File: src/rtl/tmr_ctrl_pkg.sv
// Shared definitions for the timer controller: FSM encoding, register map, CTRL/STATUS bit positions.
package tmr_ctrl_pkg;

    typedef enum logic [1:0] {
        ST_IDLE = 2'd0,
        ST_RUN  = 2'd1,
        ST_DONE = 2'd2
    } state_e;

    localparam logic [1:0] A_CTRL   = 2'd0;
    localparam logic [1:0] A_PR     = 2'd1;
    localparam logic [1:0] A_STATUS = 2'd2;
    localparam logic [1:0] A_CNT    = 2'd3;

    localparam int CTRL_EN      = 0;
    localparam int CTRL_ONESHOT = 1;
    localparam int CTRL_IE      = 2;

    localparam int STAT_MATCH = 0;
    localparam int STAT_CAPV  = 1;

endpackage

File: src/rtl/tmr_edge_det.sv
// Two-flop synchroniser for an asynchronous input followed by a one-cycle rising-edge pulse.
module tmr_edge_det (
    input  logic clk,
    input  logic rst,
    input  logic d,
    output logic pulse
);

    logic s1_q, s2_q, prev_q;

    always_ff @(posedge clk or posedge rst) begin
        if (rst) begin
            s1_q   <= 1'b0;
            s2_q   <= 1'b0;
            prev_q <= 1'b0;
        end else begin
            s1_q   <= d;
            s2_q   <= s1_q;
            prev_q <= s2_q;
        end
    end

    assign pulse = s2_q & ~prev_q;

endmodule

File: src/rtl/tmr_ctrl.sv
// Register front-end and run/oneshot FSM for an external timer counter.
// Optional input-capture channel enabled by defining TMR_CAPTURE_EN.
module tmr_ctrl
    import tmr_ctrl_pkg::*;
#(
    parameter int W = 16
) (
    input  logic         clk,
    input  logic         rst,
    input  logic [1:0]   addr,
    input  logic         wr_en,
    input  logic         rd_en,
    input  logic [W-1:0] wdata,
    output logic [W-1:0] rdata,
    input  logic [W-1:0] TMR,
    output logic [W-1:0] PR,
    output logic         EN_TMR,
`ifdef TMR_CAPTURE_EN
    input  logic         cap_in,
`endif
    output logic         irq
);

    state_e         state_q, state_d;
    logic [2:0]     ctrl_q, ctrl_d;
    logic [W-1:0]   pr_q, pr_d;
    logic [W-1:0]   shadow_q, shadow_d;
    logic           match_q, match_d;
    logic [W-1:0]   rdata_q, rdata_d;
    logic           match;
    logic           capv;
    logic [W-1:0]   cnt_rd;

`ifdef TMR_CAPTURE_EN
    logic           cap_pulse;
    logic [W-1:0]   cap_q, cap_d;
    logic           capv_q, capv_d;

    tmr_edge_det u_cap_det (
        .clk   (clk),
        .rst   (rst),
        .d     (cap_in),
        .pulse (cap_pulse)
    );

    always_ff @(posedge clk or posedge rst) begin
        if (rst) begin
            cap_q  <= '0;
            capv_q <= 1'b0;
        end else begin
            cap_q  <= cap_d;
            capv_q <= capv_d;
        end
    end

    always_comb begin
        cap_d  = cap_q;
        capv_d = capv_q;
        if (wr_en && addr == A_STATUS && wdata[STAT_CAPV])
            capv_d = 1'b0;
        if (cap_pulse && state_q == ST_RUN) begin
            cap_d  = TMR;
            capv_d = 1'b1;
        end
    end

    assign capv   = capv_q;
    assign cnt_rd = cap_q;
`else
    assign capv   = 1'b0;
    assign cnt_rd = TMR;
`endif

    assign match = (state_q == ST_RUN) && (TMR >= pr_q);

    always_ff @(posedge clk or posedge rst) begin
        if (rst) state_q <= ST_IDLE;
        else     state_q <= state_d;
    end

    always_ff @(posedge clk or posedge rst) begin
        if (rst) begin
            ctrl_q   <= '0;
            pr_q     <= '0;
            shadow_q <= '0;
            match_q  <= 1'b0;
            rdata_q  <= '0;
        end else begin
            ctrl_q   <= ctrl_d;
            pr_q     <= pr_d;
            shadow_q <= shadow_d;
            match_q  <= match_d;
            rdata_q  <= rdata_d;
        end
    end

    always_comb begin
        state_d  = state_q;
        ctrl_d   = ctrl_q;
        pr_d     = pr_q;
        shadow_d = shadow_q;
        match_d  = match_q;
        rdata_d  = rdata_q;

        // shadow always tracks the last PR write, so reloading it on every match is harmless
        if (match) begin
            pr_d = shadow_q;
            if (ctrl_q[CTRL_ONESHOT]) begin
                state_d         = ST_DONE;
                ctrl_d[CTRL_EN] = 1'b0;
            end
        end

        if (wr_en) begin
            case (addr)
                A_CTRL: begin
                    ctrl_d  = wdata[2:0];
                    state_d = wdata[CTRL_EN] ? ST_RUN : ST_IDLE;
                end
                A_PR: begin
                    shadow_d = wdata;
                    if (state_q != ST_RUN) pr_d = wdata;
                end
                A_STATUS: begin
                    if (wdata[STAT_MATCH]) match_d = 1'b0;
                end
                default: ;
            endcase
        end

        // a match on the same edge as a W1C must win
        if (match) match_d = 1'b1;

        if (rd_en) begin
            case (addr)
                A_CTRL:   rdata_d = W'(ctrl_q);
                A_PR:     rdata_d = pr_q;
                A_STATUS: rdata_d = W'({capv, match_q});
                default:  rdata_d = cnt_rd;
            endcase
        end
    end

    assign rdata  = rdata_q;
    assign PR     = pr_q;
    assign EN_TMR = (state_q == ST_RUN);
    assign irq    = ctrl_q[CTRL_IE] & (match_q | capv);

endmodule

File: config.mk
export PLATFORM = sky130hd
export DESIGN_NAME = tmr_ctrl
export DESIGN_NICKNAME = d
export VERILOG_FILES = /design/src/rtl/tmr_ctrl_pkg.sv /design/src/rtl/tmr_edge_det.sv /design/src/rtl/tmr_ctrl.sv
export SDC_FILE = /design/constraint.sdc
export NUM_CORES = 1
export LEC_CHECK = 0
export CAP_MARGIN = 10
export CORE_MARGIN = 1
export CORE_UTILIZATION = 42
export DETAILED_ROUTE_END_ITERATION = 10
export PLACE_DENSITY = 0.7
export RECOVER_POWER = 100
export SETUP_SLACK_MARGIN = 0.05
export SYNTH_ARGS = -nofsm -noshare
export SYNTH_HDL_FRONTEND = slang
export SYNTH_HIERARCHICAL = 1
export SYNTH_SLANG_ARGS = --single-unit
File: constraint.sdc
create_clock -name clk -period 4.8 [get_ports clk]
set_input_delay 0.96 -clock clk [delete_from_list [all_inputs] [get_ports clk]]
set_output_delay 0.96 -clock clk [all_outputs]
set_load 0.005 [all_outputs]
==> flow_summary.yaml <==
critical_path:
  critPathSlowestCell: "clkbuf_1"
  ff2ff_setup_slack_ns: 2.18
  slowest_delay_ns: 0.90
  required_ns: 4.99
  crit_chain: "dlygate4sd3_1, clkbuf_1, nand3b_1, buf_4, inv_1, mux2_4, o221a_1"
  cp_num_buf_inv: 4
  critPathKind: "in2reg"
  crit-reg2reg-launch: "PR[6]"
  cp-start-kind: "input pin"
  critPathTopFamily: "buffers and inverters"
  startpoint: "addr[1]"
  cp_max_fo: 33
  end_kind: "flop"
  critical_path_arrival_ns: 3.98
run:
  cap_violations: 1
sta:
  setup_ws_ns: 1.01
  period_share: 0.789
  hold_viol: 0
  fin_skew_ns: 0.00570
  fmax_mhz: 264
  period_minus_slack_ns: 3.79
  tightest_slew_ns: 2.13
  grt_setup_unrepaired: "no"
  max_slew_margin: -0.423
  tns_ns: 0
  maxSlewViolCount: 41
  setup_viol: 0
yosys:
  synth_flop_cell: "dfrtp_1"
  yosys-top-cells-count: "nand2_1, dfrtp_1, inv_1"
  avgSynthCellArea_um2: 10.2
  yosys_warnings: 6
  synth_area_leader_cell: "dfrtp_1"
  synth_most_common_cell: "nand2_1"
  yosysUniqueCellTypes: 39
  ys_ff_latch: 54
  syn_area_mm2: 0.00282
  netlist_top_cells_area: "dfrtp_1, nand2_1, ha_1"
  syn_nets: 331
  synth.top_cell.area_share: 0.480
  yosysSeqAreaShare: 0.480
  synth_edf_count: 0
  synthCells: 277
  ys_async_sr_fraction: 1.00
die:
  die_area_mm2: 0.00704
  ios: 72
  die_y_um: 83.9
  dieWidth_um: 83.9
  rows: 29
  initial_core_util: 0.439
  coreArea_mm2: 0.00642
clock_network:
  ctsResizeCount: 0
  cts_hold_buf: 0
  numCtsBuffers: 5
  clkTransAtPathRegs_ns: 0.10
  cts_max_level: 2
  post_cts_buffers: 0
  clk_latency_ns: 0.30
  clock-root-buffer: "clkbuf_8"
  cts_tree: "built"
  cts_sinks: 54
  clockBufferDepth: 2
global_route:
  grt_max_degree: 55
  grt_pass1_vias: 2102
  grt_overflow: 0
  antenna_found_initial: 0
  grt.total_usage: 0.186
  grt_pass1_wl_mm: 10.3
placed_design:
  dpl.cell_count: 414
  portBuffers: 71
  place_congestion: 0.775
  dp_hpwl_mm: 4.61
  dp_slack_ns: 1.41
final_layout:
  fillers: 586
  antenna_cells: 0
  area_growth_pct: 30.4
  final_nets: 399
  final-instance-count-excl-fill: 423
  post-route-util: 0.572
  final_layout_size_suffix_gt1_frac: 0.0491
power_and_ir_drop:
  p_clk_frac: 0.156
  power.density_mw_per_mm2: 461
  p_sw_mw: 0.585
  leakage_nw: 1.74
  internal_power_mw: 1.11
  p_sw_frac: 0.345
  p_seq_frac: 0.423
  power.total_mw: 1.69
  p_comb_frac: 0.421
  peakVddDrop_mv: 0.182
hold_path:
  hold_class: "reg2reg"
  worst_hold_startpoint: "shadow_q[9]"
detailed_routing:
  first_pass_iters: 7
  ant_nets: 0
  drt_iter0_drc: 107
  wl_mm: 6.27
  vias: 2179
  wl_per_cell_um: 14.8
  vias_per_cell: 5.15
  drc_errors: 8
outcome:
  failed_checks: "DRC, capacitance limit, slew limit"
  status: "finished with violations"
-- final timing paths --
| path | cells past startpoint | to |
|---|---|---|
| setup / recovery | 7 | PR[12] |
| hold / removal | 2 | shadow_q[9] |
| setup reg to reg | 7 | PR[12] |
| hold reg to reg | 2 | shadow_q[9] |
| max in group asynchronous | 3 | shadow_q[2] |
| min in group asynchronous | 2 | rdata[8] |
-- logic make-up (layout without fill, tap and decap cells) --
kind of cell / count (synthesis) / count (layout) / share of synthesized area
flops: 54 / 54 / 0.480
simple gates: 91 / 91 / 0.155
mux: 21 / 21 / 0.0822
compound gates: 47 / 47 / 0.145
fa+ha+maj: 16 / 16 / 0.0711
buf+inv: 48 / 117 / 0.0675
-- power groups by stage --
stage / Sequential (mW) / Combinational, mW / Clock (mW)
3_3_place_gp: 0.730 / 0.745 / 0
4_1_cts: 0.725 / 0.765 / 0.271
5_1_grt: 0.743 / 0.795 / 0.288
3_5_place_dp: 0.735 / 0.760 / 0
6_report: 0.717 / 0.713 / 0.265
2_1_floorplan: 0.694 / 0.443 / 0
-- registers in the layout (all words and copies together), names as in the netlist --
register  cells
match_q       1
shadow_q     16
rdata        16
PR           16
ctrl_q        3
state_q       2
-- final cells by class --
type,instances,area (um^2),area share
clock buffer,6,82.6,0.0225
clock inverter,2,12.5,0.00341
inverter,34,128,0.0348
multi-input combinational,175,1270,0.347
sequential,54,1350,0.368
tap,77,96.3,0.0262
timing repair buffer,75,729,0.199
-- metrics by stage --
step                      hold slack [ns]  instance area, um^2
after global placement              0.459                 3580
after floorplan                     0.447                 2820
after global routing                0.512                 3670
after detailed placement            0.463                 3580
after CTS                           0.487                 3680
final                               0.484                 3670
-- per-layer routing --
layer | vias up | part of all wire | track usage
li1 | 1097 | - | -
met2 | 51 | 0.48 | 0.303
met4 | 0 | 0.016 | 0.0690
met3 | 9 | 0.041 | 0.0326
met5 | - | 0 | 0
met1 | 1022 | 0.46 | 0.248
-- worst reg2reg max path: cells and delay by family, from the launching register on --
kind	cells	cell delay, ns
flip-flops	1	0.45
buffers and inverters	1	0.06
AO/OA/AOI/OAI	3	1.11
adder cells (fa/ha/maj)	1	0.30
AND/OR/NAND/NOR	2	0.58
-- cells in the final DEF (no fill, tap or decap), drive strengths merged, types with 3 or more instances in the layout --
cell / count
o21ai: 3
nand2: 56
mux2: 4
dlygate4sd3: 36
dfrtp: 54
mux2i: 16
or3: 16
clkbuf: 9
o22ai: 13
nor2: 8
ha: 16
clkdlybuf4s50: 35
o221a: 16
inv: 34
a21oi: 5
No activity file was read; power rests on OpenSTA's default activity.
